## src/rtl/trade_uart_tx.sv

```systemverilog
// Trade-report UART transmitter: buffers {price, bid, ask} records and sends each
// as a 5-byte 8N1 frame (sync, price, bid, ask, checksum) on a single TX pin.
`timescale 1ns/1ps
module trade_uart_tx #(
  parameter int CLKS_PER_BIT = 434,
  parameter int FIFO_DEPTH   = 4
) (
  input  logic                        clk,
  input  logic                        reset_n,
  input  logic                        trade_valid,
  input  logic [7:0]                  trade_price,
  input  logic [7:0]                  best_bid,
  input  logic [7:0]                  best_ask,
  output logic                        uart_txd,
  output logic                        tx_busy,
  output logic [$clog2(FIFO_DEPTH):0] fifo_count,
  output logic [7:0]                  drop_count
);
  localparam int AW = $clog2(FIFO_DEPTH);
  localparam int CW = $clog2(CLKS_PER_BIT);
  localparam logic [AW:0]   FULL_CNT  = (AW+1)'(FIFO_DEPTH);
  localparam logic [AW:0]   CNT_ONE   = (AW+1)'(1);
  localparam logic [AW-1:0] PTR_ONE   = AW'(1);
  localparam logic [CW-1:0] LAST_CLK  = CW'(CLKS_PER_BIT - 1);
  localparam logic [CW-1:0] CLK_ONE   = CW'(1);
  localparam logic [7:0]    SYNC_BYTE = 8'hA5;

  typedef enum logic [1:0] {IDLE, START, DATA, STOP} state_t;

  function automatic logic [7:0] frame_checksum(input logic [23:0] rec);
    return rec[23:16] ^ rec[15:8] ^ rec[7:0];
  endfunction

  state_t        state_q;
  logic [CW-1:0] clk_cnt_q;
  logic [2:0]    bit_idx_q;
  logic [2:0]    byte_idx_q;
  logic [23:0]   rec_q;
  logic [7:0]    chk_q;
  logic          txd_q;
  logic          busy_q;
  logic [AW-1:0] wr_ptr_q;
  logic [AW-1:0] rd_ptr_q;
  logic [AW:0]   count_q;
  logic [AW:0]   count_d;
  logic [7:0]    drop_q;
  logic [23:0]   mem_q [FIFO_DEPTH];

  logic       pop_s;
  logic       full_s;
  logic       push_s;
  logic       drop_s;
  logic       bit_end_s;
  logic [7:0] byte_s;

  // A pop while full frees the slot the same edge, so the push still lands.
  assign pop_s     = (state_q == IDLE) && (count_q != {(AW+1){1'b0}});
  assign full_s    = (count_q == FULL_CNT);
  assign push_s    = trade_valid && (!full_s || pop_s);
  assign drop_s    = trade_valid && full_s && !pop_s;
  assign bit_end_s = (clk_cnt_q == LAST_CLK);

  // Byte currently on the wire, selected by frame position.
  always_comb begin
    byte_s = SYNC_BYTE;
    case (byte_idx_q)
      3'd0:    byte_s = SYNC_BYTE;
      3'd1:    byte_s = rec_q[23:16];
      3'd2:    byte_s = rec_q[15:8];
      3'd3:    byte_s = rec_q[7:0];
      3'd4:    byte_s = chk_q;
      default: byte_s = SYNC_BYTE;
    endcase
  end

  // Next FIFO occupancy from push/pop pair.
  always_comb begin
    count_d = count_q;
    case ({push_s, pop_s})
      2'b10:   count_d = count_q + CNT_ONE;
      2'b01:   count_d = count_q - CNT_ONE;
      default: count_d = count_q;
    endcase
  end

  // Record storage; contents need no reset since pointers gate every read.
  always_ff @(posedge clk) begin
    if (push_s) begin
      mem_q[wr_ptr_q] <= {trade_price, best_bid, best_ask};
    end
  end

  // FIFO pointers, occupancy and saturating overflow counter.
  always_ff @(posedge clk or negedge reset_n) begin
    if (!reset_n) begin
      wr_ptr_q <= {AW{1'b0}};
      rd_ptr_q <= {AW{1'b0}};
      count_q  <= {(AW+1){1'b0}};
      drop_q   <= 8'd0;
    end else begin
      if (push_s) wr_ptr_q <= wr_ptr_q + PTR_ONE;
      if (pop_s)  rd_ptr_q <= rd_ptr_q + PTR_ONE;
      count_q <= count_d;
      if (drop_s && (drop_q != 8'hFF)) drop_q <= drop_q + 8'd1;
    end
  end

  // Serializer FSM with registered line and busy outputs.
  always_ff @(posedge clk or negedge reset_n) begin
    if (!reset_n) begin
      state_q    <= IDLE;
      clk_cnt_q  <= {CW{1'b0}};
      bit_idx_q  <= 3'd0;
      byte_idx_q <= 3'd0;
      rec_q      <= 24'd0;
      chk_q      <= 8'd0;
      txd_q      <= 1'b1;
      busy_q     <= 1'b0;
    end else begin
      case (state_q)
        IDLE: begin
          clk_cnt_q <= {CW{1'b0}};
          if (pop_s) begin
            rec_q      <= mem_q[rd_ptr_q];
            chk_q      <= frame_checksum(mem_q[rd_ptr_q]);
            byte_idx_q <= 3'd0;
            bit_idx_q  <= 3'd0;
            state_q    <= START;
            txd_q      <= 1'b0;
            busy_q     <= 1'b1;
          end else begin
            txd_q  <= 1'b1;
            busy_q <= 1'b0;
          end
        end
        START: begin
          if (bit_end_s) begin
            clk_cnt_q <= {CW{1'b0}};
            bit_idx_q <= 3'd0;
            state_q   <= DATA;
            txd_q     <= byte_s[0];
          end else begin
            clk_cnt_q <= clk_cnt_q + CLK_ONE;
          end
        end
        DATA: begin
          if (bit_end_s) begin
            clk_cnt_q <= {CW{1'b0}};
            if (bit_idx_q == 3'd7) begin
              state_q <= STOP;
              txd_q   <= 1'b1;
            end else begin
              bit_idx_q <= bit_idx_q + 3'd1;
              txd_q     <= byte_s[bit_idx_q + 3'd1];
            end
          end else begin
            clk_cnt_q <= clk_cnt_q + CLK_ONE;
          end
        end
        STOP: begin
          if (bit_end_s) begin
            clk_cnt_q <= {CW{1'b0}};
            if (byte_idx_q < 3'd4) begin
              byte_idx_q <= byte_idx_q + 3'd1;
              state_q    <= START;
              txd_q      <= 1'b0;
            end else begin
              state_q <= IDLE;
              txd_q   <= 1'b1;
              busy_q  <= 1'b0;
            end
          end else begin
            clk_cnt_q <= clk_cnt_q + CLK_ONE;
          end
        end
        default: begin
          state_q <= IDLE;
          txd_q   <= 1'b1;
          busy_q  <= 1'b0;
        end
      endcase
    end
  end

  assign uart_txd   = txd_q;
  assign tx_busy    = busy_q;
  assign fifo_count = count_q;
  assign drop_count = drop_q;

endmodule

```

## config.mk

```make
export PLATFORM = sky130hd
export DESIGN_NAME = trade_uart_tx
export DESIGN_NICKNAME = d
export VERILOG_FILES = /design/src/rtl/trade_uart_tx.sv
export SDC_FILE = /design/constraint.sdc
export NUM_CORES = 1
export LEC_CHECK = 0
export BUFFER_PORTS_ARGS = -buffer_cell sky130_fd_sc_hd__buf_2
export CAP_MARGIN = 15
export CORE_MARGIN = 2
export CORE_UTILIZATION = 55
export CTS_BUF_LIST = sky130_fd_sc_hd__clkbuf_8
export CTS_CLUSTER_DIAMETER = 40
export DETAILED_ROUTE_END_ITERATION = 12
export PLACE_DENSITY = 0.74
export SLEW_MARGIN = 25
export SYNTH_ARGS = -nofsm -noshare
export SYNTH_HDL_FRONTEND = slang
export SYNTH_SLANG_ARGS = --single-unit
export TNS_END_PERCENT = 5
```

## constraint.sdc

```tcl
create_clock -name clk -period 2.8 [get_ports clk]
set_clock_uncertainty 0.2 [all_clocks]
set_input_delay 0.56 -clock clk [delete_from_list [all_inputs] [get_ports clk]]
set_output_delay 0.56 -clock clk [all_outputs]
set_load 0.02 [all_outputs]
```

=== Word-level counts from Yosys, hierarchy flattened ===
Memory sizes are Yosys's and may differ from the RTL's.
Cells that the tools add are included.

* Register bits after elaboration: 66
* Memory bits (writable): 96
* Bits of input ports: 27
* Output and inout port bits: 13
* Word-level logic and storage cells: 100
* Memories kept: 1

* $add $sub $neg: 8
* $lt $le $gt $ge: 2
* Equality and inequality tests: 21
* Mux-type cells: 34
* Bitwise gates (word level): 2
* Reductions and logical operators: 20

{| class="wikitable"
|+ Memories
! memory !! words !! width !! read ports !! clocked after Yosys merged registers in !! wr ports !! line !! source
|-
| mem_q || 4 || 24 || 1 || 0 || 1 || 47 || <nowiki>logic [23:0] mem_q [FIFO_DEPTH];</nowiki>
|}

{| class="wikitable"
|+ Operators with widths
! kind !! count
|-
| $pmux W8 S4 || 1
|-
| $mux W3 || 6
|-
| $pmux W9 S2 || 1
|-
| $ne A2 B2 Y1 const B || 8
|-
| $xor A8 B8 Y8 || 2
|-
| $mux W1 || 13
|-
| $pmux W3 S2 || 2
|-
| $mux W2 || 5
|-
| $reduce_and A5 Y1 || 2
|-
| $add A3 B1 Y3 const B || 3
|-
| $add A9 B1 Y9 const B || 1
|-
| $eq A3 B3 Y1 const B || 3
|-
| $eq A9 B9 Y1 const B || 1
|-
| $mux W9 || 1
|-
| $pmux W3 S3 || 1
|-
| $add A8 B1 Y8 const B || 1
|-
| $ne A8 B8 Y1 const B || 1
|-
| $pmux W2 S4 || 1
|-
| $eq A2 B2 Y1 const B || 3
|-
| $eq A3 B2 Y1 const B || 2
|-
| $reduce_and A3 Y1 || 2
|-
| $reduce_bool A3 Y1 || 2
|-
| $logic_and A1 B1 Y1 || 5
|-
| $add A2 B1 Y2 const B || 2
|-
| 15 further kinds || 18
|}

=== Longest topological paths before layout ===
Gate-level depths: netlist of the first run.

* Depth after elaboration: 7
* Gate-level depth with buffers: 13
* Gate-level depth less buffers: 11

=== Worst setup path before layout of the first run ===
Ideal clock, no wire load.

* Path type: reg-to-reg
* Start: register state_q[0]
* End: register count_q[2], in the netlist fifo_count[2]
* Library setup time: 0.080 ns
* Data arrival time: 2.387 ns
* Slack: 0.133 ns
* Stages on the path, launching flop included: 13
* Period minus slack after synthesis: 2.667 ns
* Cell sequence: dfrtp_1 -> inv_1 -> ha_1 -> buf_2 -> nand2_1 -> inv_2 -> buf_1 -> ha_1 -> inv_1 -> fa_1 -> xor2_1 -> nor2_1 -> xor2_1

* Cells in the longest elaborated chain, start to end: 6

{| class="wikitable"
|+ RTL lines
! element !! line !! source
|-
| from (decl) || 34 || <nowiki>state_t state_q;</nowiki>
|-
| from (signal assigned) || 111 || <nowiki>state_q <= IDLE;</nowiki>
|-
| from (signal assigned) || 128 || <nowiki>state_q <= START;</nowiki>
|-
| from (signal assigned) || 140 || <nowiki>state_q <= DATA;</nowiki>
|-
| $logic_not A2 Y1 * || 57 || <nowiki>assign pop_s = (state_q == IDLE) && (count_q != {(AW+1){1'b0}});</nowiki>
|-
| $logic_and A1 B1 Y1 * || 57 ||
|-
| $logic_or A1 B1 Y1 || 59 || <nowiki>assign push_s = trade_valid && (!full_s || pop_s);</nowiki>
|-
| $logic_and A1 B1 Y1 || 59 ||
|-
| $eq A2 B1 Y1 / $eq A2 B2 Y1 (equally long branches) || 79 || <nowiki>case ({push_s, pop_s})</nowiki>
|-
| $pmux W3 S2 / $reduce_bool A2 Y1 (equally long branches) || - ||
|-
| to (signal assigned) || 98 || <nowiki>count_q <= {(AW+1){1'b0}};</nowiki>
|-
| to (signal assigned) || 103 || <nowiki>count_q <= count_d;</nowiki>
|-
| to (decl) || 44 || <nowiki>logic [AW:0] count_q;</nowiki>
|}

Mark *: on every way between the ends. The rest lies on a longest branch, timed or not.
A chain may end at the register's enable or synchronous reset.

=== Worst setup path in the final report of the first run ===
Same ends and word-level chain as after synthesis.

==> results of run 1 <==
## layer usage
metal / up-vias / GRT usage, %
met1: 2047 / 26.3
met3: 17 / 3.97
met5: - / 0
li1: 1971 / -
met2: 92 / 30.6
met4: 0 / 8.06
## layout make-up
type | count | area, um^2
inverters | 19 | 71.3
fillers | 952 | 4730
well taps | 172 | 215
flip-flops and latches | 162 | 4540
clock inverters | 15 | 133
clock buffers | 17 | 234
multi-input cells | 312 | 2390
repair buffers | 53 | 315
## worst paths after layout
kind	startpoint	to	cells past startpoint	slack, ns
max	state_q[0]	fifo_count[2]	11	0.21
min	best_bid[6]	mem_q[3][14]	1	0.12
max reg2reg	state_q[0]	fifo_count[2]	11	0.21
min reg2reg	rec_q[20]	rec_q[20]	2	0.28
max in group asynchronous	reset_n	uart_txd	3	1.31
min in group asynchronous	reset_n	state_q[0]	2	0.36
## power by group through the flow
| stage | combinational (mW) | sequential, mW | clock (mW) |
|---|---|---|---|
| 2_1_floorplan | 2.19 | 3.59 | 0 |
| 6_report | 2.87 | 3.58 | 1.58 |
| 3_3_place_gp | 2.80 | 3.58 | 0 |
| 3_5_place_dp | 2.89 | 3.62 | 0 |
| 5_1_grt | 3.23 | 3.66 | 1.72 |
| 4_1_cts | 2.91 | 3.58 | 1.62 |
## critical path: stages (launching register included)
cell     delay (ns)
dfrtp_1        0.43
inv_1          0.11
ha_1           0.23
nor4b_2        0.27
nor2b_1        0.11
inv_1          0.08
ha_1           0.18
inv_1          0.06
fa_1           0.37
xor2_1         0.16
nor2_1         0.14
xor2_1         0.17
## cells by family after synthesis
logic type	count (synthesis)	synth area share, %
AND/OR/NAND/NOR	171	11.4
adder cells (fa/ha/maj)	21	3.80
flip-flops	162	63.8
multiplexers	28	8.58
XOR/XNOR	36	4.44
buffers and inverters	43	2.66
AO/OA/AOI/OAI	56	5.30
## state kept, by name, summed over array words and instances (netlist names)
register	cells
mem_q	96
chk_q	8
rd_ptr_q	2
clk_cnt_q	9
tx_busy	1
drop_count	8
state_q	2
rec_q	24
bit_idx_q	3
byte_idx_q	3
wr_ptr_q	2
fifo_count	3
uart_txd	1
## cell usage after synthesis (all sizes together) (2+ instances only)
cell type and count:
nand2 104, edfxtp 96, dfrtp 65, mux4 24, xnor2 21, ha 20
inv 19, o21ai 17, nor2 16, clkbuf 15, xor2 15, nand3 14
buf 9, nand4 9, a21oi 8, nand3b 6, a22oi 5, and2 5
o211ai 5, a31oi 4, a41oi 3, nor2b 3, nor3 3, a21boi 2
a32oi 2, and4 2, mux2 2, mux2i 2, nor4 2, nor4b 2
o2111ai 2, or3 2
## what timing repair did
| item | 4_1_cts | 5_1_grt |
|---|---|---|
| hold buffers | 1 | 0 |
| setup endpoints to repair | 0 | 1 |
| gates resized for setup | 0 | 1 |
| hold endpoints to repair | 16 | 0 |
## metrics by stage
| step | utilization [%] | std cells | setup WS (ns) |
|---|---|---|---|
| 2_1_floorplan | - | 517 | 0.133 |
| 3_3_place_gp | 59.5 | 717 | 0.301 |
| 3_5_place_dp | 59.5 | 717 | 0.191 |
| 4_1_cts | 62.5 | 750 | 0.104 |
| 5_1_grt | 62.5 | 750 | 0.0785 |
| 6_report | 62.5 | 750 | 0.213 |
==> summary.txt, run 1 <==
Drt
  • DR top layer: met4
  • DRT Wirelength: about 12000 um
  • DRT iter0 DRCs: between 200 and 300
  • Vias post-DR: slightly above 4000
  • DRT met1 WL: 5510 um
  • DRC: 0
  • WL/cell: roughly 16 um
  • Met3 WL post-DR: about 430 um
  • Via density: 5.50
  • Met2 wire length: 6090 um
  • TritonRoute pass-1 iters: 4
  • DRT antenna net count: 0

Synth
  • Syn_nets: 565
  • Synth async-reset ratio: 40.7%
  • Flops & latches, synth: about 160
  • Gate Count Post-Synth: a little over 500
  • Top_reg_cell synth: edfxtp_1
  • Top cell type's share of synthesized area: between 40 and 50%
  • Yosys cell types: 56
  • Number of synthesized flops with an enable pin: 96
  • Syn_area_per_cell: about 14 um^2
  • Synthesis Warnings: 0
  • Synth area leader: edfxtp_1
  • Synth Cell Area: 0.00711 mm^2
  • Largest cells by area after synthesis: edfxtp_1 (41%), dfrtp_1 (23%), mux4_2 (5.7%)
  • Seq/Total Area, Yosys: 63.8%

Pwr
  • Leak: about 3.2 nW
  • Share of total power in combinational logic: between 30% and 40%
  • Clk network pwr share: 19.7%
  • Sw Pwr: ~2.8 mW
  • Internal power: roughly 5.2 mW
  • Max IR drop VDD: around 0.53 mV
  • Switching part of the total: a little over a third
  • Pwr/cell area: between 1000 and 1500 mW/mm^2
  • Pwr Total: 8.03 mW
  • Seq pwr share: roughly 45%

Clocking
  • Skew-Pair Late Insertion Delay: about 0.46 ns
  • Post-CTS setup buffer count: 0
  • CTS buffer count: 17
  • Htree depth: 4
  • CTS tree: built
  • CTS sink count: about 160
  • CTS max path bufs: 2
  • Clk slew on worst S/H paths: 0.09 ns
  • Root buf cell: clkbuf_8

Timing
  • Slew @ Worst Pin: 0.506 ns
  • RSZ-0062 raised after global routing: false
  • # setup viols final: 0
  • Fin Hold WS: ~0.12 ns
  • Max Freq: 0.387 GHz
  • Post-route minimum period: 2.59 ns
  • Tcrit/Tclk final: 92.4%
  • Slew margin rel.: between 60% and 70%
  • Setup tns final: 0 ns
  • Slew Limit Fails: 0
  • Hold Fails Final Rpt: 0

Place
  • # port buffers: 39
  • HPWL after DPL: approximately 8100 um
  • Gp weighted congestion: between 0.7 and 0.8
  • Placed Area: about 0.0075 mm^2

Floorplan
  • Die H: ~120 um
  • Die footprint: ~0.014 mm^2
  • Ports: 40
  • Starting Density: between 50% and 60%
  • Chip Width: roughly 120 um
  • Core ar.: around 0.013 mm^2
  • # rows: between 40 and 50

Min path
  • Hold Crit Class: in2reg

GRT
  • Global-route wire length before repair: ~21000 um
  • Pin count of the biggest net entering global routing: 43
  • Grt ovf: 0
  • Vias in the first global route: about 4200
  • Total track usage: 19.3%
  • Initial antenna violation count: 0

Layout
  • Syn-to-layout area delta: 11.1%
  • Commonest non-fill, non-tap cell in the layout: nand2_1
  • # diodes: 0
  • Most frequent cells in the layout: nand2_1 (104), edfxtp_1 (96), dfrtp_1 (65)
  • Share of layout cells above drive strength 1: ~20%
  • Fin area: slightly below 0.008 mm^2
  • Fin nets: a little over 600

Job
  • Max-cap viol count: 0

Outcome
  • Status: completed

Critical path
  • Crit path max fanout: 5
  • Worst Setup End Kind: flop
  • Critical Path AT: ~2.8 ns
  • Setup Crit Path Kind: reg2reg
  • CP Data Required Time: a little under 3 ns
  • Startpoint types: flop
Note: power is estimated with default switching activity, not from simulation.
==> inputs of run 2 (changes only) <==
--- a/config.mk
+++ b/config.mk
@@ -7,12 +7,13 @@
 export LEC_CHECK = 0
 export BUFFER_PORTS_ARGS = -buffer_cell sky130_fd_sc_hd__buf_2
 export CAP_MARGIN = 15
-export CORE_MARGIN = 2
-export CORE_UTILIZATION = 55
+export CELL_PAD_IN_SITES_DETAIL_PLACEMENT = 0
+export CELL_PAD_IN_SITES_GLOBAL_PLACEMENT = 1
+export CORE_UTILIZATION = 48
 export CTS_BUF_LIST = sky130_fd_sc_hd__clkbuf_8
 export CTS_CLUSTER_DIAMETER = 40
 export DETAILED_ROUTE_END_ITERATION = 12
-export PLACE_DENSITY = 0.74
+export PLACE_DENSITY = 0.77
 export SLEW_MARGIN = 25
 export SYNTH_ARGS = -nofsm -noshare
 export SYNTH_HDL_FRONTEND = slang
==> summary.txt, run 2 (same netlist as run 1, synthesis figures left out) <==
Drt
  • Vias post-DR: 4035
  • Via density: 5.31
  • DRT antenna net count: 0
  • DRT iter0 DRCs: around 250
  • DRT Wirelength: ~13000 um
  • DRC: 0
  • WL/cell: 17.2 um
  • TritonRoute pass-1 iters: 4

Job
  • Max-cap viol count: 0

GRT
  • Initial antenna violation count: 0
  • Grt ovf: 0
  • Total track usage: a little under a fifth
  • Global-route wire length before repair: 21400 um
  • Pin count of the biggest net entering global routing: 43
  • Vias in the first global route: 4230

Clocking
  • CTS sink count: ~160
  • Root buf cell: clkbuf_8
  • CTS buffer count: 17
  • CTS max path bufs: 2
  • CTS tree: built
  • Htree depth: 4
  • Post-CTS setup buffer count: 0
  • Clk slew on worst S/H paths: around 0.08 ns
  • Skew-Pair Late Insertion Delay: about 0.44 ns

Floorplan
  • Starting Density: between 40% and 50%
  • Core ar.: 0.0145 mm^2
  • Die footprint: 0.0153 mm^2
  • Chip Width: between 100 and 150 um
  • Die H: ~120 um
  • # rows: 44
  • Ports: 40

Timing
  • Max Freq: just over 0.4 GHz
  • Slew @ Worst Pin: 0.595 ns
  • Tcrit/Tclk final: approximately 90%
  • Slew Limit Fails: 0
  • Fin Hold WS: between 0.1 and 0.15 ns
  • Slew margin rel.: 60.3%
  • Setup tns final: 0 ns
  • Post-route minimum period: 2.48 ns
  • RSZ-0062 raised after global routing: false
  • # setup viols final: 0
  • PnR worst setup slack: approximately 0.32 ns
  • Hold Fails Final Rpt: 0

Layout
  • Syn-to-layout area delta: 11.8%
  • Final Non-Filler Cells: 760
  • Most frequent cells in the layout: nand2_1 (104), edfxtp_1 (96), dfrtp_1 (65)
  • Share of layout cells above drive strength 1: 19.3%
  • Top Registers: mem_q: 96 flops, rec_q: 24 flops, clk_cnt_q: 9 flops
  • Fin area: 0.00794 mm^2
  • Largest register FFs: 96
  • Fin nets: around 610
  • Most flops, register: mem_q
  • Commonest non-fill, non-tap cell in the layout: nand2_1
  • # diodes: 0

Critical path
  • Worst path cell trace: inv_1, ha_1, nor4b_2, nor2b_1, inv_1, ha_1, inv_1, fa_1, xor2_1, nor2_1, xor2_1
  • Critical Path AT: ~2.7 ns
  • Cell repeated most along the worst path: inv_1
  • Worst Setup End Kind: flop
  • CP Data Required Time: between 2 and 3 ns
  • CP top delay family: adder cells
  • CP max-delay cell: dfrtp_1
  • Setup Crit Path Kind: reg2reg
  • CP peak stage delay: approximately 0.42 ns
  • WP buf/inv: 3
  • Crit path max fanout: 5
  • Startpoint types: flop

Pwr
  • Leak: 3.16 nW
  • Pwr/cell area: ~1000 mW/mm^2
  • Max IR drop VDD: 0.512 mV

Outcome
  • Status: completed

Place
  • Pre-CTS setup slack: 0.213 ns
  • Gp weighted congestion: around 0.75
  • Placed Area: approximately 0.0075 mm^2
  • HPWL after DPL: approximately 8600 um
  • # port buffers: 39
  • Number of instances in the placed design: between 700 and 800

Min path
  • Hold Crit Class: in2reg
run 2: cell count changes in the layout (fill, tap and decap cells not counted), sizes merged:
cell and delta:
clkinvlp +2, bufinv +2, inv -2, clkinv -3, buf -1
run 2: final timing paths:
kind / end / slack, ns / depth (start not counted) / from
worst max register to register: fifo_count[2] / 0.32 / 11 / state_q[0]
min in group asynchronous: drop_count[6] / 0.44 / 2 / reset_n
worst min-delay path: mem_q[2][14] / 0.13 / 1 / best_bid[6]
max in group asynchronous: rd_ptr_q[1] / 1.32 / 3 / reset_n
worst max-delay path: fifo_count[2] / 0.32 / 11 / state_q[0]
worst min register to register: rec_q[10] / 0.28 / 2 / rec_q[10]
run 2: timing repair:
action / in CTS / in global routing
setup endpoints to repair: 0 / 1
gates resized for setup: 0 / 1
hold endpoints to repair: 23 / 0
hold buffers: 1 / 0
run 2: metrics by stage:
step	power, mW	utilization [%]
2_1_floorplan	5.78	-
6_report	8.17	54.9
5_1_grt	8.75	54.9
3_3_place_gp	6.46	52.0
3_5_place_dp	6.58	52.0
4_1_cts	8.29	54.8
run 2: layout make-up:
type / instances / area (um^2)
well taps: 184 / 230
multi-input cells: 312 / 2390
fillers: 1184 / 6540
repair buffers: 52 / 320
inverters: 19 / 71.3
clock buffers: 17 / 234
flip-flops and latches: 162 / 4540
clock inverters: 14 / 164
run 2: where the power goes:
group	switching [mW]	leakage, nW	internal, mW
combinational	1.63	1.25	1.24
clock	0.825	0.199	0.873
sequential	0.368	1.71	3.23
run 2: layer usage:
metal	vias up	track usage [%]	routed length [um]
li1	1965	-	-
met1	1996	24.1	5830
met2	65	31.8	6720
met3	9	3.94	421
met4	0	8.89	136
met5	-	0	0
run 2: worst register-to-register path: stages (launching register included):
cell and delay (ns):
dfrtp_1 0.42, inv_1 0.11, ha_1 0.24, nor4b_2 0.26, nor2b_1 0.10, inv_1 0.07, ha_1 0.17, inv_1 0.06
fa_1 0.37, xor2_1 0.15, nor2_1 0.11, xor2_1 0.16
==> inputs of run 3 (changes only) <==
--- a/config.mk
+++ b/config.mk
@@ -9,11 +9,11 @@
 export CAP_MARGIN = 15
 export CELL_PAD_IN_SITES_DETAIL_PLACEMENT = 0
 export CELL_PAD_IN_SITES_GLOBAL_PLACEMENT = 1
-export CORE_UTILIZATION = 48
+export CORE_UTILIZATION = 53
 export CTS_BUF_LIST = sky130_fd_sc_hd__clkbuf_8
 export CTS_CLUSTER_DIAMETER = 40
 export DETAILED_ROUTE_END_ITERATION = 12
-export PLACE_DENSITY = 0.77
+export PLACE_DENSITY = 0.8
 export SLEW_MARGIN = 25
 export SYNTH_ARGS = -nofsm -noshare
 export SYNTH_HDL_FRONTEND = slang
==> constraint.sdc (replaced) <==
create_clock -name clk -period 2.85 [get_ports clk]
set_clock_uncertainty 0.2 [all_clocks]
set_input_delay 0.57 -clock clk [delete_from_list [all_inputs] [get_ports clk]]
set_output_delay 0.57 -clock clk [all_outputs]
set_load 0.02 [all_outputs]
==> summary.txt, run 3 (same netlist as run 1, synthesis figures left out) <==
Layout
  • Most frequent cells in the layout: nand2_1 (104), edfxtp_1 (96), dfrtp_1 (65)
  • Most flops, register: mem_q
  • Largest register FFs: 96
  • Share of layout cells above drive strength 1: 19.4%
  • # diodes: 0
  • Final Non-Filler Cells: 750
  • Fin nets: ~610
  • Top Registers: mem_q: 96 flops, rec_q: 24 flops, clk_cnt_q: 9 flops
  • Syn-to-layout area delta: 11.7%
  • Commonest non-fill, non-tap cell in the layout: nand2_1

Critical path
  • Critical Path AT: about 2.8 ns
  • Crit path max fanout: 5
  • Worst Setup End Kind: flop
  • Worst Reg-to-Reg Cells: 11
  • CP Data Required Time: approximately 3.0 ns
  • R2r setup slk: between 0.2 and 0.3 ns
  • Reg-to-Reg Start: state_q[0]
  • Setup Crit Path Kind: reg2reg
  • Startpoint types: flop
  • Reg-to-reg critical path endpoint: fifo_count[2]

Place
  • Gp weighted congestion: between 0.7 and 0.8
  • HPWL after DPL: just under 9000 um
  • Pre-CTS setup slack: ~0.17 ns
  • Number of instances in the placed design: between 700 and 800
  • # port buffers: 39

Pwr
  • Internal power: 5.20 mW
  • Clk network pwr share: about a fifth
  • Pwr Total: between 8 and 9 mW
  • Share of total power in combinational logic: a little over a third
  • Leak: ~3.2 nW
  • Switching part of the total: 35.7%
  • Seq pwr share: 43.8%
  • Pwr/cell area: between 1000 and 1500 mW/mm^2
  • Sw Pwr: around 2.9 mW
  • Max IR drop VDD: approximately 0.83 mV

GRT
  • Initial antenna violation count: 0
  • Grt ovf: 0
  • Pin count of the biggest net entering global routing: 43
  • Total track usage: 20.7%
  • Global-route wire length before repair: 21800 um
  • Vias in the first global route: roughly 4200

Drt
  • DRT iter0 DRCs: roughly 260
  • DRC: 0
  • Via density: roughly 5.4
  • Vias post-DR: between 4000 and 5000
  • WL/cell: approximately 17 um
  • DRT Wirelength: around 13000 um
  • TritonRoute pass-1 iters: 4
  • DRT antenna net count: 0

Timing
  • Hold Fails Final Rpt: 0
  • PnR worst setup slack: 0.287 ns
  • Max Freq: approximately 0.39 GHz
  • Slew Limit Fails: 0
  • Slew margin rel.: 61.8%
  • # setup viols final: 0
  • Tcrit/Tclk final: between 80% and 90%
  • Slew @ Worst Pin: approximately 0.57 ns
  • Setup tns final: 0 ns
  • RSZ-0062 raised after global routing: false
  • Post-route minimum period: approximately 2.6 ns

Min path
  • WHS Path Cells: 1
  • Hold Crit Class: in2reg
  • Hold path startpoint: best_ask[1]
  • Hold Crit Endpoint: mem_q[0][1]

Clocking
  • CTS buffer count: 17
  • Skew-Pair Late Insertion Delay: ~0.46 ns
  • CTS max path bufs: 2
  • Htree depth: 4
  • CTS tree: built
  • Post-CTS setup buffer count: 0
  • CTS sink count: roughly 160
  • Root buf cell: clkbuf_8
  • Clk slew on worst S/H paths: around 0.090 ns

Floorplan
  • Chip Width: roughly 120 um
  • Core ar.: between 0.01 and 0.015 mm^2
  • Ports: 40
  • Die H: between 100 and 150 um
  • Starting Density: between 50% and 60%
  • Die footprint: 0.0139 mm^2
  • # rows: 41

Outcome
  • Status: completed

Job
  • Max-cap viol count: 0
[run 3: power by group through the flow]
| stage | Combinational (mW) | Sequential [mW] | Clock (mW) |
|---|---|---|---|
| CTS | 2.90 | 3.54 | 1.74 |
| finish | 2.85 | 3.54 | 1.70 |
| global placement | 2.82 | 3.55 | 0 |
| detailed placement | 2.89 | 3.59 | 0 |
| global route | 3.19 | 3.61 | 1.83 |
| floorplan | 2.15 | 3.53 | 0 |
[run 3: worst max-delay path by stage]
stage,start,slack (ns),to
floorplan,state_q[0],0.18,fifo_count[2]
global placement,state_q[0],0.32,fifo_count[2]
detailed placement,state_q[0],0.17,fifo_count[2]
CTS,state_q[0],0.14,fifo_count[2]
global route,state_q[0],0.07,fifo_count[2]
finish,state_q[0],0.29,fifo_count[2]
[run 3: cell type report]
cell class / count / area (um^2)
Timing Repair Buffer: 53 / 328
Sequential cell: 162 / 4540
Clock buffer: 17 / 234
Inverter: 19 / 71.3
Clock inverter: 15 / 169
Tap cell: 172 / 215
Fill cell: 1011 / 4880
Multi-Input combinational cell: 312 / 2390
[run 3: worst max-delay path: stages, from the launching register on]
cell	delay, ns
dfrtp_1	0.42
inv_1	0.11
ha_1	0.24
nor4b_2	0.29
nor2b_1	0.13
inv_1	0.07
ha_1	0.18
inv_1	0.06
fa_1	0.38
xor2_1	0.15
nor2_1	0.11
xor2_1	0.15
[run 3: repair_timing]
| item | in CTS | in global routing |
|---|---|---|
| hold buffers | 1 | 0 |
| endpoints found under the setup margin | 0 | 1 |
| gates resized for setup | 0 | 1 |
| hold endpoints to repair | 18 | 0 |
[run 3: layer usage]
metal | GRT usage, % | wire [um]
met2 | 33.7 | 6380
met4 | 7.37 | 238
met5 | 0 | 0
met3 | 5.09 | 394
met1 | 27.0 | 6000
[run 3: metrics by stage]
step                      hold WS (ns)  util [%]  area (um^2)
after detailed placement         0.267      58.6         7520
final                            0.119      61.9         7940
after CTS                       0.0839      61.9         7930
after global routing            0.0974      61.9         7940
after global placement           0.259      58.6         7520
after floorplan                 0.0744         -         7110
